## src/rtl/alu_pkg.sv

```systemverilog
// Shared definitions for the pipelined WISC ALU: opcode encodings,
// flag-update classes and the opcode -> flag-class lookup.
package alu_pkg;

    typedef logic [3:0] alu_op_t;

    localparam alu_op_t OP_ADD    = 4'h0;
    localparam alu_op_t OP_PADDSB = 4'h1;
    localparam alu_op_t OP_SUB    = 4'h2;
    localparam alu_op_t OP_AND    = 4'h3;
    localparam alu_op_t OP_NOR    = 4'h4;
    localparam alu_op_t OP_SLL    = 4'h5;
    localparam alu_op_t OP_SRL    = 4'h6;
    localparam alu_op_t OP_SRA    = 4'h7;
    localparam alu_op_t OP_LW     = 4'h8;
    localparam alu_op_t OP_SW     = 4'h9;
    localparam alu_op_t OP_LHB    = 4'hA;
    localparam alu_op_t OP_LLB    = 4'hB;
    localparam alu_op_t OP_B      = 4'hC;
    localparam alu_op_t OP_JAL    = 4'hD;
    localparam alu_op_t OP_JR     = 4'hE;
    localparam alu_op_t OP_HLT    = 4'hF;

    // Which architectural flags an opcode is allowed to write.
    typedef enum logic [1:0] {
        FC_NONE   = 2'd0,
        FC_Z_ONLY = 2'd1,
        FC_ZVN    = 2'd2
    } flag_class_t;

    // Arithmetic ops write all three flags, logic/shift ops only Z,
    // address/load-immediate/control ops leave the flags alone.
    function automatic flag_class_t flag_class_of(input alu_op_t op);
        flag_class_t fc;
        case (op)
            OP_ADD, OP_SUB:                          fc = FC_ZVN;
            OP_AND, OP_NOR, OP_SLL, OP_SRL, OP_SRA:  fc = FC_Z_ONLY;
            default:                                 fc = FC_NONE;
        endcase
        return fc;
    endfunction

endpackage

```

## src/rtl/alu_core.sv

```systemverilog
// Purely combinational ALU datapath: computes the result, candidate
// Z/V/N flags and the flag-update class for one op.
module alu_core
    import alu_pkg::*;
#(
    parameter int WIDTH   = 16,
    parameter int LANE_W  = 8,
    parameter int SHAMT_W = 4
) (
    input  alu_op_t              i_op,
    input  logic [WIDTH-1:0]     i_src0,
    input  logic [WIDTH-1:0]     i_src1,
    input  logic [SHAMT_W-1:0]   i_shamt,
    output logic [WIDTH-1:0]     o_result,
    output logic                 o_z,
    output logic                 o_v,
    output logic                 o_n,
    output flag_class_t          o_flag_class
);

    localparam int H     = WIDTH / 2;
    localparam int LANES = WIDTH / LANE_W;

    localparam logic [WIDTH-1:0]  SAT_MAX  = {1'b0, {(WIDTH-1){1'b1}}};
    localparam logic [WIDTH-1:0]  SAT_MIN  = {1'b1, {(WIDTH-1){1'b0}}};
    localparam logic [LANE_W-1:0] LANE_MAX = {1'b0, {(LANE_W-1){1'b1}}};
    localparam logic [LANE_W-1:0] LANE_MIN = {1'b1, {(LANE_W-1){1'b0}}};

    logic [WIDTH-1:0] w_add_raw;
    logic [WIDTH-1:0] w_sub_raw;
    logic             w_add_ovf;
    logic             w_sub_ovf;
    logic [WIDTH-1:0] w_add_sat;
    logic [WIDTH-1:0] w_sub_sat;
    logic [WIDTH-1:0] w_paddsb;
    logic [WIDTH-1:0] w_sra;
    logic [LANE_W-1:0] w_lane_a;
    logic [LANE_W-1:0] w_lane_b;
    logic [LANE_W-1:0] w_lane_s;

    // Wrapping sum/difference; also used unsaturated for LW/SW addresses.
    assign w_add_raw = i_src0 + i_src1;
    assign w_sub_raw = i_src0 - i_src1;

    // Signed overflow: operands agree (add) / differ (sub) in sign and the
    // raw result's sign differs from src0.
    assign w_add_ovf = (i_src0[WIDTH-1] == i_src1[WIDTH-1]) &&
                       (w_add_raw[WIDTH-1] != i_src0[WIDTH-1]);
    assign w_sub_ovf = (i_src0[WIDTH-1] != i_src1[WIDTH-1]) &&
                       (w_sub_raw[WIDTH-1] != i_src0[WIDTH-1]);

    // On overflow the direction is given by src0's sign.
    assign w_add_sat = w_add_ovf ? (i_src0[WIDTH-1] ? SAT_MIN : SAT_MAX) : w_add_raw;
    assign w_sub_sat = w_sub_ovf ? (i_src0[WIDTH-1] ? SAT_MIN : SAT_MAX) : w_sub_raw;

    assign w_sra = $unsigned($signed(i_src0) >>> i_shamt);

    // Independent per-lane saturating adds; no carry crosses a lane boundary.
    always_comb begin
        w_paddsb = '0;
        w_lane_a = '0;
        w_lane_b = '0;
        w_lane_s = '0;
        for (int i = 0; i < LANES; i++) begin
            w_lane_a = i_src0[i*LANE_W +: LANE_W];
            w_lane_b = i_src1[i*LANE_W +: LANE_W];
            w_lane_s = w_lane_a + w_lane_b;
            if ((w_lane_a[LANE_W-1] == w_lane_b[LANE_W-1]) &&
                (w_lane_s[LANE_W-1] != w_lane_a[LANE_W-1])) begin
                w_lane_s = w_lane_a[LANE_W-1] ? LANE_MIN : LANE_MAX;
            end
            w_paddsb[i*LANE_W +: LANE_W] = w_lane_s;
        end
    end

    // Result mux and the overflow flag that goes with it.
    always_comb begin
        o_result = i_src0;
        o_v      = 1'b0;
        case (i_op)
            OP_ADD: begin
                o_result = w_add_sat;
                o_v      = w_add_ovf;
            end
            OP_SUB: begin
                o_result = w_sub_sat;
                o_v      = w_sub_ovf;
            end
            OP_PADDSB:    o_result = w_paddsb;
            OP_AND:       o_result = i_src0 & i_src1;
            OP_NOR:       o_result = ~(i_src0 | i_src1);
            OP_SLL:       o_result = i_src0 << i_shamt;
            OP_SRL:       o_result = i_src0 >> i_shamt;
            OP_SRA:       o_result = w_sra;
            OP_LW, OP_SW: o_result = w_add_raw;
            OP_LHB:       o_result = {i_src1[H-1:0], i_src0[H-1:0]};
            OP_LLB:       o_result = {{H{i_src1[H-1]}}, i_src1[H-1:0]};
            default:      o_result = i_src0;
        endcase
    end

    assign o_z          = (o_result == '0);
    assign o_n          = o_result[WIDTH-1];
    assign o_flag_class = flag_class_of(i_op);

endmodule

```

## src/rtl/alu_pipe.sv

```systemverilog
// Registered EX-stage ALU: valid/ready input, one-entry output register
// with its own valid, and the architectural Z/V/N flag register.
module alu_pipe
    import alu_pkg::*;
#(
    parameter int WIDTH   = 16,
    parameter int LANE_W  = 8,
    parameter int SHAMT_W = 4
) (
    input  logic               clk,
    input  logic               rst,
    input  logic               in_valid,
    output logic               in_ready,
    input  logic [3:0]         op,
    input  logic [WIDTH-1:0]   src0,
    input  logic [WIDTH-1:0]   src1,
    input  logic [SHAMT_W-1:0] shamt,
    input  logic               flush,
    output logic               out_valid,
    input  logic               out_ready,
    output logic [WIDTH-1:0]   dst,
    output logic               flag_z,
    output logic               flag_v,
    output logic               flag_n
);

    // Handshake: an op transfers on an edge where in_valid & in_ready;
    // dst transfers where out_valid & out_ready. in_ready is high whenever
    // the output register is empty or being drained this cycle, so a new
    // result can replace a consumed one with no bubble. While
    // out_valid & !out_ready, dst and out_valid are held and in_ready=0.
    // flush overrides an accept on the same edge: the op is dropped.

    logic [WIDTH-1:0] w_result;
    logic             w_z;
    logic             w_v;
    logic             w_n;
    flag_class_t      w_fclass;
    logic             w_accept;

    logic             r_out_valid;
    logic [WIDTH-1:0] r_dst;
    logic             r_flag_z;
    logic             r_flag_v;
    logic             r_flag_n;

    alu_core #(
        .WIDTH   (WIDTH),
        .LANE_W  (LANE_W),
        .SHAMT_W (SHAMT_W)
    ) u_core (
        .i_op         (op),
        .i_src0       (src0),
        .i_src1       (src1),
        .i_shamt      (shamt),
        .o_result     (w_result),
        .o_z          (w_z),
        .o_v          (w_v),
        .o_n          (w_n),
        .o_flag_class (w_fclass)
    );

    assign in_ready = !r_out_valid || out_ready;
    assign w_accept = in_valid && in_ready && !flush;

    // Output register: load on accept, drain on out_ready, kill on flush.
    always_ff @(posedge clk or posedge rst) begin
        if (rst) begin
            r_out_valid <= 1'b0;
            r_dst       <= '0;
        end else if (flush) begin
            r_out_valid <= 1'b0;
        end else if (w_accept) begin
            r_out_valid <= 1'b1;
            r_dst       <= w_result;
        end else if (out_ready) begin
            r_out_valid <= 1'b0;
        end
    end

    // Flag register: written only by accepted ops, per their flag class.
    always_ff @(posedge clk or posedge rst) begin
        if (rst) begin
            r_flag_z <= 1'b0;
            r_flag_v <= 1'b0;
            r_flag_n <= 1'b0;
        end else if (w_accept) begin
            case (w_fclass)
                FC_ZVN: begin
                    r_flag_z <= w_z;
                    r_flag_v <= w_v;
                    r_flag_n <= w_n;
                end
                FC_Z_ONLY: begin
                    r_flag_z <= w_z;
                end
                default: begin
                end
            endcase
        end
    end

    assign out_valid = r_out_valid;
    assign dst       = r_dst;
    assign flag_z    = r_flag_z;
    assign flag_v    = r_flag_v;
    assign flag_n    = r_flag_n;

endmodule

```

## config.mk

```make
export PLATFORM = sky130hd
export DESIGN_NAME = alu_pipe
export DESIGN_NICKNAME = d
export VERILOG_FILES = /design/src/rtl/alu_pkg.sv /design/src/rtl/alu_core.sv /design/src/rtl/alu_pipe.sv
export SDC_FILE = /design/constraint.sdc
export NUM_CORES = 1
export LEC_CHECK = 0
export ABC_AREA = 1
export CORE_MARGIN = 2
export CORE_UTILIZATION = 58
export DETAILED_ROUTE_END_ITERATION = 10
export PLACE_DENSITY = 0.79
export SYNTH_ARGS = -nofsm -noshare
export SYNTH_HDL_FRONTEND = slang
export SYNTH_SLANG_ARGS = --single-unit
```

## constraint.sdc

```tcl
create_clock -name clk -period 3.7 [get_ports clk]
set_input_delay 1.11 -clock clk [delete_from_list [all_inputs] [get_ports clk]]
set_output_delay 1.11 -clock clk [all_outputs]
set_load 0.01 [all_outputs]
```

==> metrics.txt, run 1 <==
I/O pins between 60 and 70; Synth Register Bits 20; buffers added on ports between 60 and 70; Clock Tree Buf Depth 2; Die X-Extent 106 um; Sink Count 20; CTS Root Cell clkbuf_8; gr ovfl total 6; std cell rows 37; pre-CTS setup slack -1110 ps; overall routing resource usage 0.744; async set-or-reset flop fraction in the synthesized netlist 1.00; starting density of the core 0.594; status did not finish; cts bufs inserted 3; Main synth FF type dfrtp_1; Yosys warning count 0; syn_nets 1231; Exit stage global routing (5_1_grt); hold_buf cts 0; Mapped Cells approximately 1.1k; vias in the first global route 11.4k; pin count of the biggest net entering global routing 33; synthesized cell area 6080 um2; chip height between 100 and 150 um; sequential share of the synthesized area 0.0824; number of synthesized flops with an enable pin 0; syn avg cell area roughly 5.4 um2; H-tree levels 1; Synth cell types 46; Final HPWL DP 22100 um; first-pass GRT wire length 64000 um; RePlAce Congestion 1.20; Run Error [ERROR GRT-0116] Global routing finished with congestion. Check the congestion regions in the DRC Viewer.
==> cells in the mapped netlist (6+ instances only) <==
library cell | count | area share
ha_1 | 48 | 0.099
inv_2 | 16 | 0.0099
buf_6 | 9 | 0.017
o21ai_0 | 43 | 0.035
inv_1 | 113 | 0.070
nand3_1 | 189 | 0.16
xor2_1 | 7 | 0.010
nand2_4 | 6 | 0.011
a21oi_1 | 34 | 0.028
dfrtp_1 | 20 | 0.082
o21ai_1 | 11 | 0.0091
nor2_1 | 108 | 0.067
nor2_2 | 7 | 0.0072
nand4_1 | 20 | 0.021
buf_2 | 16 | 0.013
nand2_2 | 20 | 0.021
nand2_1 | 397 | 0.25
clkbuf_1 | 6 | 0.0037
==> kinds of logic after synthesis <==
kind of cell,count (synthesis),share of synthesized area
buffers and inverters,169,0.122
AO/OA/AOI/OAI,111,0.107
XOR/XNOR,9,0.0130
flip-flops,20,0.0824
AND/OR/NAND/NOR,773,0.564
adder cells (fa/ha/maj),52,0.112
==> layer usage <==
layer,GRT usage,GRT overflow
met1,0.742,0
met2,0.910,2
met3,0.594,0
met4,0.727,4
met5,0.305,0
==> stage by stage <==
step / cell area [um2] / cells
2_1_floorplan: 6220 / 1134
3_3_place_gp: 8190 / 1481
3_5_place_dp: 8190 / 1481
4_1_cts: 9100 / 1553
==> repair_timing <==
action / CTS
cloned: 0
setup endpoints to repair: 19
buffers inserted: 68
pin swaps: 61
resized for setup: 180
==> run 2, diff against run 1 <==
- CORE_UTILIZATION: 58 -> 40
- PLACE_DENSITY: 0.79 -> default
- PLACE_DENSITY_LB_ADDON: default -> 0.15
==> run 2 against run 1 <==
- the flow now finishes, with violations (setup timing)
- synthesized area did not move
- synthesized cell count stayed put
==> metrics.txt, run 2 <==
area of the multi-input gates approximately 5400 um2; Post-Synth Adder-Cell Area 0.112; ANT nets after route 0; CP max FO 8; routed wire length ~30000 um; max-capacitance violation count 0; CTS Root Cell clkbuf_16; multiplexer share of the synthesized area 0; later-pin clock latency in the skew report 250 ps; Clock Tree Buf Depth 2; CTS tree done; area delta synth->final 56.0%; most frequent cells in the layout nand2_1 (379), buf_4 (254), nand3_1 (181), nor2_1 (98), inv_1 (76); Worst path most repeated cell nand2_1; Post-layout nets between 1.5k and 2k; Reg area between 500 and 600 um2; vias in the first global route just over 8k; sequential share of the synthesized area 0.0824; buffers added on ports between 60 and 70; top-area cell type share of the netlist area 0.245; Layout fillers between 1.5k and 2k; Synth area leader nand2_1; setup ws final -373 ps; std cell rows 45; CP bufs+invs 4; Crit path max-delay family simple AND/OR/NAND/NOR gates; Leak Pwr 5.06 nW; share of cells above drive strength 1 0.331; crit end category flop; Synth Area in Compound Gates 0.107; max reg flops 16; async set-or-reset flop fraction in the synthesized netlist 1.00; Die X-Extent 127 um; Cells after DPL 1592; Synth Register Bits 20; worst vdd ir 0.172 mV; pre-CTS setup slack -1400 ps; commonest non-fill, non-tap cell in the layout nand2_1; Mapped Cells 1134; Setup crit start kind input port; Yosys warning count 0; Post-Synth Simple-Gate Area 0.564; slowest stage delay, CP ~500 ps; dominant cells by area after synthesis nand2_1 (25%), nand3_1 (16%), ha_1 (9.9%), dfrtp_1 (8.2%), inv_1 (7.0%); chip height between 100 and 150 um; Worst Hold Class flop to flop; post-route minimum period just over 4000 ps; gr ovfl total 0; Die ar. around 16000 um2; Final HPWL DP 25300 um; status finished with violations; Crit-path slowest cell fa_1; top-count cell post-synth nand2_1; Fmax achieved 0.246 GHz; WP data required about 3900 ps; final setup violation count 16; # DRC 0; RePlAce Congestion about 1.1; n_diodes 0; Via Count 8767; TNS Setup -3140 ps; total power 2.02 mW; RSZ-0062 raised after global routing yes; DR vias/cell between 5 and 6; 1st-pass router iterations 6; hold_buf cts 0; initial antenna violation count 0; cts bufs inserted 3; Slew headroom 0.504; pin count of the biggest net entering global routing 36; Max Slew Vio Count 0; Commonest cells post-synth nand2_1 (397), nand3_1 (189), inv_1 (113), nor2_1 (108), ha_1 (48); core area 15000 um2; pwr dens roughly 210 nW/um2; initial drt markers 940; crit share post-route 1.10; Synth Area in XOR/XNOR 0.0130; critical-path cell list buf_2, buf_6, ha_1, inv_2, o21bai_4, a31oi_4, nand3_4, a221oi_4, fa_1, nor2_2, nor2_4, nand2_4, buf_4, nand3_1, nand2_1, nand2_1, a21oi_2, nand3_1, nor2_1, nand3_1, nor2_2, nand2_1, nand2_1; syn avg cell area around 5.4 um2; main combinational cell family by area after synthesis simple AND/OR/NAND/NOR gates; critical path class input port to flop; CP Data Arrival Time 4260 ps; Finished Layout Cells ~1.6k; H-tree levels 1; WL/cell 18.8 um; starting density of the core 0.404; syn_nets 1231; Main synth FF type dfrtp_1; I/O pins 66; Sink Count 20; Hold Violations, Final 0; number of synthesized flops with an enable pin 0; clock-pin transition on the worst setup and hold timing paths 60 ps; failing checks setup timing; Setup Skew 4.50 ps; Synth cell types 46; WHS slightly below 500 ps; first-pass GRT wire length between 40000 and 50000 um; synthesized cell area slightly above 6000 um2; worst slew pin tran about 740 ps; overall routing resource usage 0.370
run 2: logic make-up after synthesis:
kind of cell	count (synthesis)
simple gates	773
buf+inv	169
compound gates	111
fa+ha+maj	52
flops	20
xor+xnor	9
run 2: repair_timing:
action                                 in CTS  in global routing
resized for setup                         175                 83
endpoints found under the hold margin       0                  0
pin swaps                                  49                 53
setup buffers                              19                 10
setup endpoints to repair                  19                 16
run 2: final timing paths:
| check | end | cells after the start | startpoint | slack, ps |
|---|---|---|---|---|
| setup / recovery | flag_z$_DFFE_PP0P_ | 23 | src0[11] | -370 |
| hold / removal | dst[0]$_DFFE_PP0P_ | 2 | dst[0]$_DFFE_PP0P_ | 480 |
| setup reg to reg | dst[6]$_DFFE_PP0P_ | 7 | out_valid$_DFFE_PP0P_ | 2090 |
| hold reg to reg | dst[0]$_DFFE_PP0P_ | 2 | dst[0]$_DFFE_PP0P_ | 480 |
| max in group asynchronous | flag_z$_DFFE_PP0P_ | 2 | rst | 1940 |
| min in group asynchronous | dst[8]$_DFFE_PP0P_ | 2 | rst | 1290 |
run 2: final cells by class:
type,count,area share
well taps,188,0.0248
multi-input cells,945,0.570
inverters,133,0.0585
flip-flops and latches,20,0.0528
repair buffers,331,0.285
clock buffers,4,0.00937
run 2: layer usage:
metal	vias to the layer above	wire length [um]	global-route usage
met5	-	0	0
met4	0	2010	0.193
met3	83	2540	0.0473
met2	477	12500	0.552
met1	3948	13400	0.521
li1	4259	-	-
run 2: per-stage QoR:
step	util	area (um2)
after floorplan	-	6220
after global placement	0.581	8730
after detailed placement	0.581	8730
after CTS	0.615	9250
after global routing	0.631	9480
final	0.631	9480
run 2: power breakdown:
| part | internal (mW) | total (mW) | leakage [nW] | switching (mW) |
|---|---|---|---|---|
| logic | 0.670 | 1.50 | 4.76 | 0.831 |
| registers | 0.258 | 0.279 | 0.256 | 0.0211 |
| clock network | 0.165 | 0.241 | 0.0442 | 0.0763 |
run 2: worst register-to-register path, delay by kind of cell (launching register included):
family	cells	cell delay (ps)
flip-flops	1	380
AO/OA/AOI/OAI	1	90
buffers and inverters	3	610
AND/OR/NAND/NOR	3	410
(Power assumes the default switching activity.)
==> run 3, diff against run 2 <==
- HOLD_SLACK_MARGIN: default -> 0.05
- RECOVER_POWER: default -> 100
- clock period: 3.7 -> 4.6 ns (I/O delays scaled with it)
==> run 3 against run 2 <==
- the flow now finishes without violations
- clock power is 18% lower
- sequential power is 20% lower
- clock-buffer cell count stayed put
- design area decreased by 8.1%
- sequential share of layout area rose by 0.46 points
- combinational power is 27% lower
- routed wire length shrank 3.8%
- register-to-register slack gained 570 ps
- flip-flop and latch count is the same
- global-route usage shrank 2.4 points
- clock skew down 0.65 ps
- critical path depth increased by 8
- critical path type unchanged
- critical endpoint unchanged
==> metrics.txt, run 3 (same netlist as run 2, synthesis figures left out) <==
setup ws final approximately 52 ps; n_diodes 0; std cell rows 45; pre-CTS setup slack -962 ps; Final HPWL DP roughly 23000 um; Pint a little under 0.8 mW; max reg flops 16; most frequent cells in the layout nand2_1 (382), nand3_1 (184), buf_4 (174), nor2_1 (97), inv_1 (79); # DRC 0; clock share of power 0.131; commonest non-fill, non-tap cell in the layout nand2_1; Hold Violations, Final 0; I/O pins 66; worst slew pin tran around 1300 ps; Setup crit start kind input port; routed wire length 29200 um; pwr dens 174 nW/um2; starting density of the core 0.404; hold_buf cts 0; CP max FO 3; DR vias/cell 5.60; Finished Layout Cells 1538; 1st-pass router iterations 5; initial antenna violation count 0; clock-pin transition on the worst setup and hold timing paths approximately 60 ps; cts bufs inserted 3; RSZ-0062 raised after global routing yes; Setup Skew 3.85 ps; ANT nets after route 0; Max Slew Vio Count 0; sequential power share 0.147; CTS tree done; status finished, final reports clean; Gate power share 0.722; Sw Share 0.475; slowest stage delay, CP between 200 and 250 ps; first-pass GRT wire length between 40000 and 50000 um; fin util 0.580; RePlAce Congestion approximately 1; Leak Pwr 4.66 nW; Die X-Extent approximately 130 um; Slew headroom 0.136; switching power between 0.7 and 0.8 mW; vias in the first global route about 7.7k; chip height ~130 um; WP data required between 4000 and 5000 ps; Crit-path slowest cell ha_4; crit end category flop; Via Count 8608; area delta synth->final 43.4%; crit share post-route 0.989; Sink Count 20; Fmax achieved between 0.2 and 0.25 GHz; Worst path most repeated cell buf_4; final setup violation count 0; CTS Root Cell clkbuf_16; core area around 15000 um2; Die ar. around 16000 um2; H-tree levels 1; initial drt markers 930; critical path class input port to flop; worst vdd ir about 0.15 mV; Post-layout nets between 1k and 1.5k; post-route minimum period roughly 4500 ps; Worst Hold Class flop to flop; pin count of the biggest net entering global routing 36; WL/cell around 19 um; Clock Tree Buf Depth 2; Cells after DPL between 1k and 1.5k; CP Data Arrival Time about 4700 ps; max-capacitance violation count 0; later-pin clock latency in the skew report 250 ps; overall routing resource usage 0.346; share of cells above drive strength 1 0.278; buffers added on ports 65; gr ovfl total 0
## run 3: changes by cell type in the layout (fill, tap and decap cells not counted), sizes merged
| cell | before | now |
|---|---|---|
| dlygate4sd2 | 4 | 0 |
| buf | 282 | 193 |
| clkdlybuf4s50 | 36 | 14 |
| dlygate4sd3 | 0 | 23 |
| clkdlybuf4s15 | 0 | 1 |
| clkbuf | 12 | 17 |
| dlymetal6s2s | 1 | 4 |
## run 3: power groups by stage
stage                     clock, mW  combinational [mW]  sequential (mW)
after floorplan                   0               0.501            0.241
after global placement            0               0.942            0.225
after detailed placement          0               0.939            0.227
after CTS                     0.198                1.01            0.224
after global routing          0.205                1.17            0.226
final                         0.198                1.09            0.223
## run 3: path summary, 6_finish.rpt
kind / start / endpoint / slack (ps) / depth (start not counted)
worst min register to register: dst[11]$_DFFE_PP0P_ / dst[11]$_DFFE_PP0P_ / 480 / 2
min in group asynchronous: rst / dst[13]$_DFFE_PP0P_ / 1700 / 2
worst max-delay path: src0[4] / flag_z$_DFFE_PP0P_ / 50 / 31
max in group asynchronous: rst / dst[1]$_DFFE_PP0P_ / 2420 / 2
worst min-delay path: dst[11]$_DFFE_PP0P_ / dst[11]$_DFFE_PP0P_ / 480 / 2
worst max register to register: out_valid$_DFFE_PP0P_ / flag_z$_DFFE_PP0P_ / 2660 / 9
## run 3: per-stage QoR
stage | hold slack (ps) | cell area (um2) | setup TNS, ps | power [mW]
floorplan | 516 | 6080 | 0 | 0.742
global placement | 464 | 7730 | -8920 | 1.17
detailed placement | 472 | 7730 | -12190 | 1.17
CTS | 486 | 8350 | 0 | 1.43
global route | 499 | 8710 | -127 | 1.60
finish | 476 | 8710 | 0 | 1.51
## run 3: layer usage
metal / global-route usage / vias to the layer above / share of wire / routed length (um)
li1: - / 4095 / - / -
met4: 0.176 / 0 / 0.056 / 1640
met1: 0.488 / 3906 / 0.43 / 12500
met5: 0 / - / 0 / 0
met3: 0.0369 / 80 / 0.095 / 2790
met2: 0.524 / 527 / 0.42 / 12300
## run 3: area by class of cell
cell class,count,area (um2)
Inverter,133,524
Tap cell,188,235
Fill cell,1548,6320
Sequential cell,20,500
Timing Repair Buffer,248,2020
Multi-Input combinational cell,945,5340
Clock buffer,4,88.8
## run 3: critical path: cells and delay by family
family | cells | cell delay, ps
adders and majority gates | 1 | 230
buffers and inverters | 16 | 1860
and+or+nand+nor | 13 | 1110
AOI/OAI and AO/OA | 1 | 180
## run 3: timing repair
action	CTS	global route
setup buffers	37	15
pin swaps	30	46
resized for setup	95	138
setup endpoints to repair	17	16
==> run 4, diff against run 3 <==
- CTS_BUF_LIST: default -> sky130_fd_sc_hd__clkbuf_2 sky130_fd_sc_hd__clkbuf_4 sky130_fd_sc_hd__clkbuf_8
==> run 4 against run 3 <==
- non-clock buffer count down 1
- sequential share of layout area about the same
- clock skew is 2.9 ps lower
- sequential power barely moved
- design area decreased by 0.40%
- clock-buffer cell count unchanged
- utilization down 0.23 points
- routed wire length increased by 0.11%
- register-to-register slack improved by 20 ps
- highest routed layer unchanged
==> metrics.txt, run 4 (same netlist as run 2, synthesis figures left out) <==
routed wire length roughly 30000 um; ANT nets after route 0; slowest stage delay, CP about 250 ps; gr ovfl total 0; Slew headroom 0.132; Clock Tree Buf Depth 2; max-capacitance violation count 0; n_diodes 0; most frequent cells in the layout nand2_1 (382), nand3_1 (184), buf_4 (174), nor2_1 (97), inv_1 (80); Leak Pwr about 4.6 nW; later-pin clock latency in the skew report around 260 ps; Finished Layout Cells between 1.5k and 2k; area of the multi-input gates around 5400 um2; pwr dens between 150 and 200 nW/um2; CTS Root Cell clkbuf_8; # DRC 0; Placed Area just under 8000 um2; Reg area 500 um2; first-pass GRT wire length 43200 um; CTS tree done; share of cells above drive strength 1 0.277; RSZ-0062 raised after global routing yes; overall routing resource usage 0.345; status finished, final reports clean; crit end category flop; CP Data Arrival Time 4710 ps; I/O pins 66; DR vias/cell about 5.6; Fmax achieved 0.222 GHz; buffers added on ports 65; Via Count 8569; Die ar. between 15000 and 20000 um2; area delta synth->final 42.8%; Max Slew Vio Count 0; core area between 15000 and 20000 um2; RePlAce Congestion 1.01; CP max FO 3; Final HPWL DP between 20000 and 25000 um; critical path class input port to flop; TNS Setup 0 ps; total power about 1.5 mW; Setup crit start kind input port; Sink Count 20; Crit-path slowest cell ha_4; final setup violation count 0; pin count of the biggest net entering global routing 36; Hold Violations, Final 0; Worst Hold Class flop to flop; worst slew pin tran around 1300 ps; Cells after DPL between 1k and 1.5k; post-route minimum period about 4500 ps; worst vdd ir 0.0877 mV; WL/cell 19.0 um; Layout fillers ~1.5k; Worst path most repeated cell buf_4; initial drt markers approximately 970; 1st-pass router iterations 5; std cell rows 45; commonest non-fill, non-tap cell in the layout nand2_1; H-tree levels 1; starting density of the core 0.404; Die X-Extent between 100 and 150 um; crit share post-route 0.981; vias in the first global route between 7k and 8k; max reg flops 16; Post-layout nets about 1.4k; cts bufs inserted 3; WP data required roughly 4800 ps; clock-pin transition on the worst setup and hold timing paths ~80 ps; chip height around 130 um; design area 8680 um2; Setup Skew roughly 0.90 ps; initial antenna violation count 0
run 4: cell types whose count changed in the layout (fill, tap and decap cells not counted):
cell	before	now
ha_2	3	2
clkbuf_16	3	0
clkbuf_8	1	4
buf_2	2	1
ha_4	19	20
buf_6	14	13
inv_1	79	80
inv_2	43	42
clkdlybuf4s50_1	14	15
clkbuf_2	13	14
dlygate4sd3_1	23	22
run 4: layer usage:
metal | vias to the layer above | global-route usage | routed length [um] | part of all wire
met4 | 0 | 0.174 | 1700 | 0.058
met1 | 3886 | 0.489 | 12700 | 0.43
li1 | 4092 | - | - | -
met3 | 80 | 0.0339 | 2550 | 0.087
met2 | 511 | 0.522 | 12300 | 0.42
met5 | - | 0 | 0 | 0
run 4: timing repair:
item,CTS,global route
pin swaps,29,46
hold buffers,0,0
endpoints found under the hold margin,0,0
setup buffers,36,15
resized for setup,92,138
endpoints found under the setup margin,17,16
run 4: where the power goes:
| group | leakage [nW] | switching [mW] | internal [mW] |
|---|---|---|---|
| clock | 0.0288 | 0.0592 | 0.0762 |
| sequential | 0.256 | 0.0154 | 0.207 |
| combinational | 4.36 | 0.639 | 0.454 |
| total | 4.65 | 0.713 | 0.737 |
run 4: layout make-up:
class / instances / area share
inverter: 133 / 0.0604
multi-input combinational: 945 / 0.616
sequential: 20 / 0.0577
tap: 188 / 0.0271
timing repair buffer: 247 / 0.232
clock buffer: 4 / 0.00634
run 4: final timing paths:
check,start,to,slack [ps],depth (start not counted)
max in group asynchronous,rst,dst[1]$_DFFE_PP0P_,2440,2
worst min-delay path,dst[11]$_DFFE_PP0P_,dst[11]$_DFFE_PP0P_,480,2
worst max register to register,out_valid$_DFFE_PP0P_,flag_z$_DFFE_PP0P_,2680,9
worst min register to register,dst[11]$_DFFE_PP0P_,dst[11]$_DFFE_PP0P_,480,2
min in group asynchronous,rst,dst[13]$_DFFE_PP0P_,1690,2
worst max-delay path,src0[2],flag_z$_DFFE_PP0P_,90,29
run 4: through the flow:
| step | hold slack (ps) | setup slack (ps) | utilization |
|---|---|---|---|
| finish | 480 | 85.6 | 0.577 |
| global route | 504 | -102 | 0.577 |
| CTS | 491 | 1.43 | 0.552 |
| detailed placement | 472 | -962 | 0.514 |
| global placement | 464 | -778 | 0.514 |
| floorplan | 516 | 223 | - |
run 4: critical path: cells and delay by family:
kind,cells,cell delay (ps)
adders and majority gates,1,250
xor gates and xnor gates,1,170
and+or+nand+nor,11,1120
buffers and inverters,16,1790
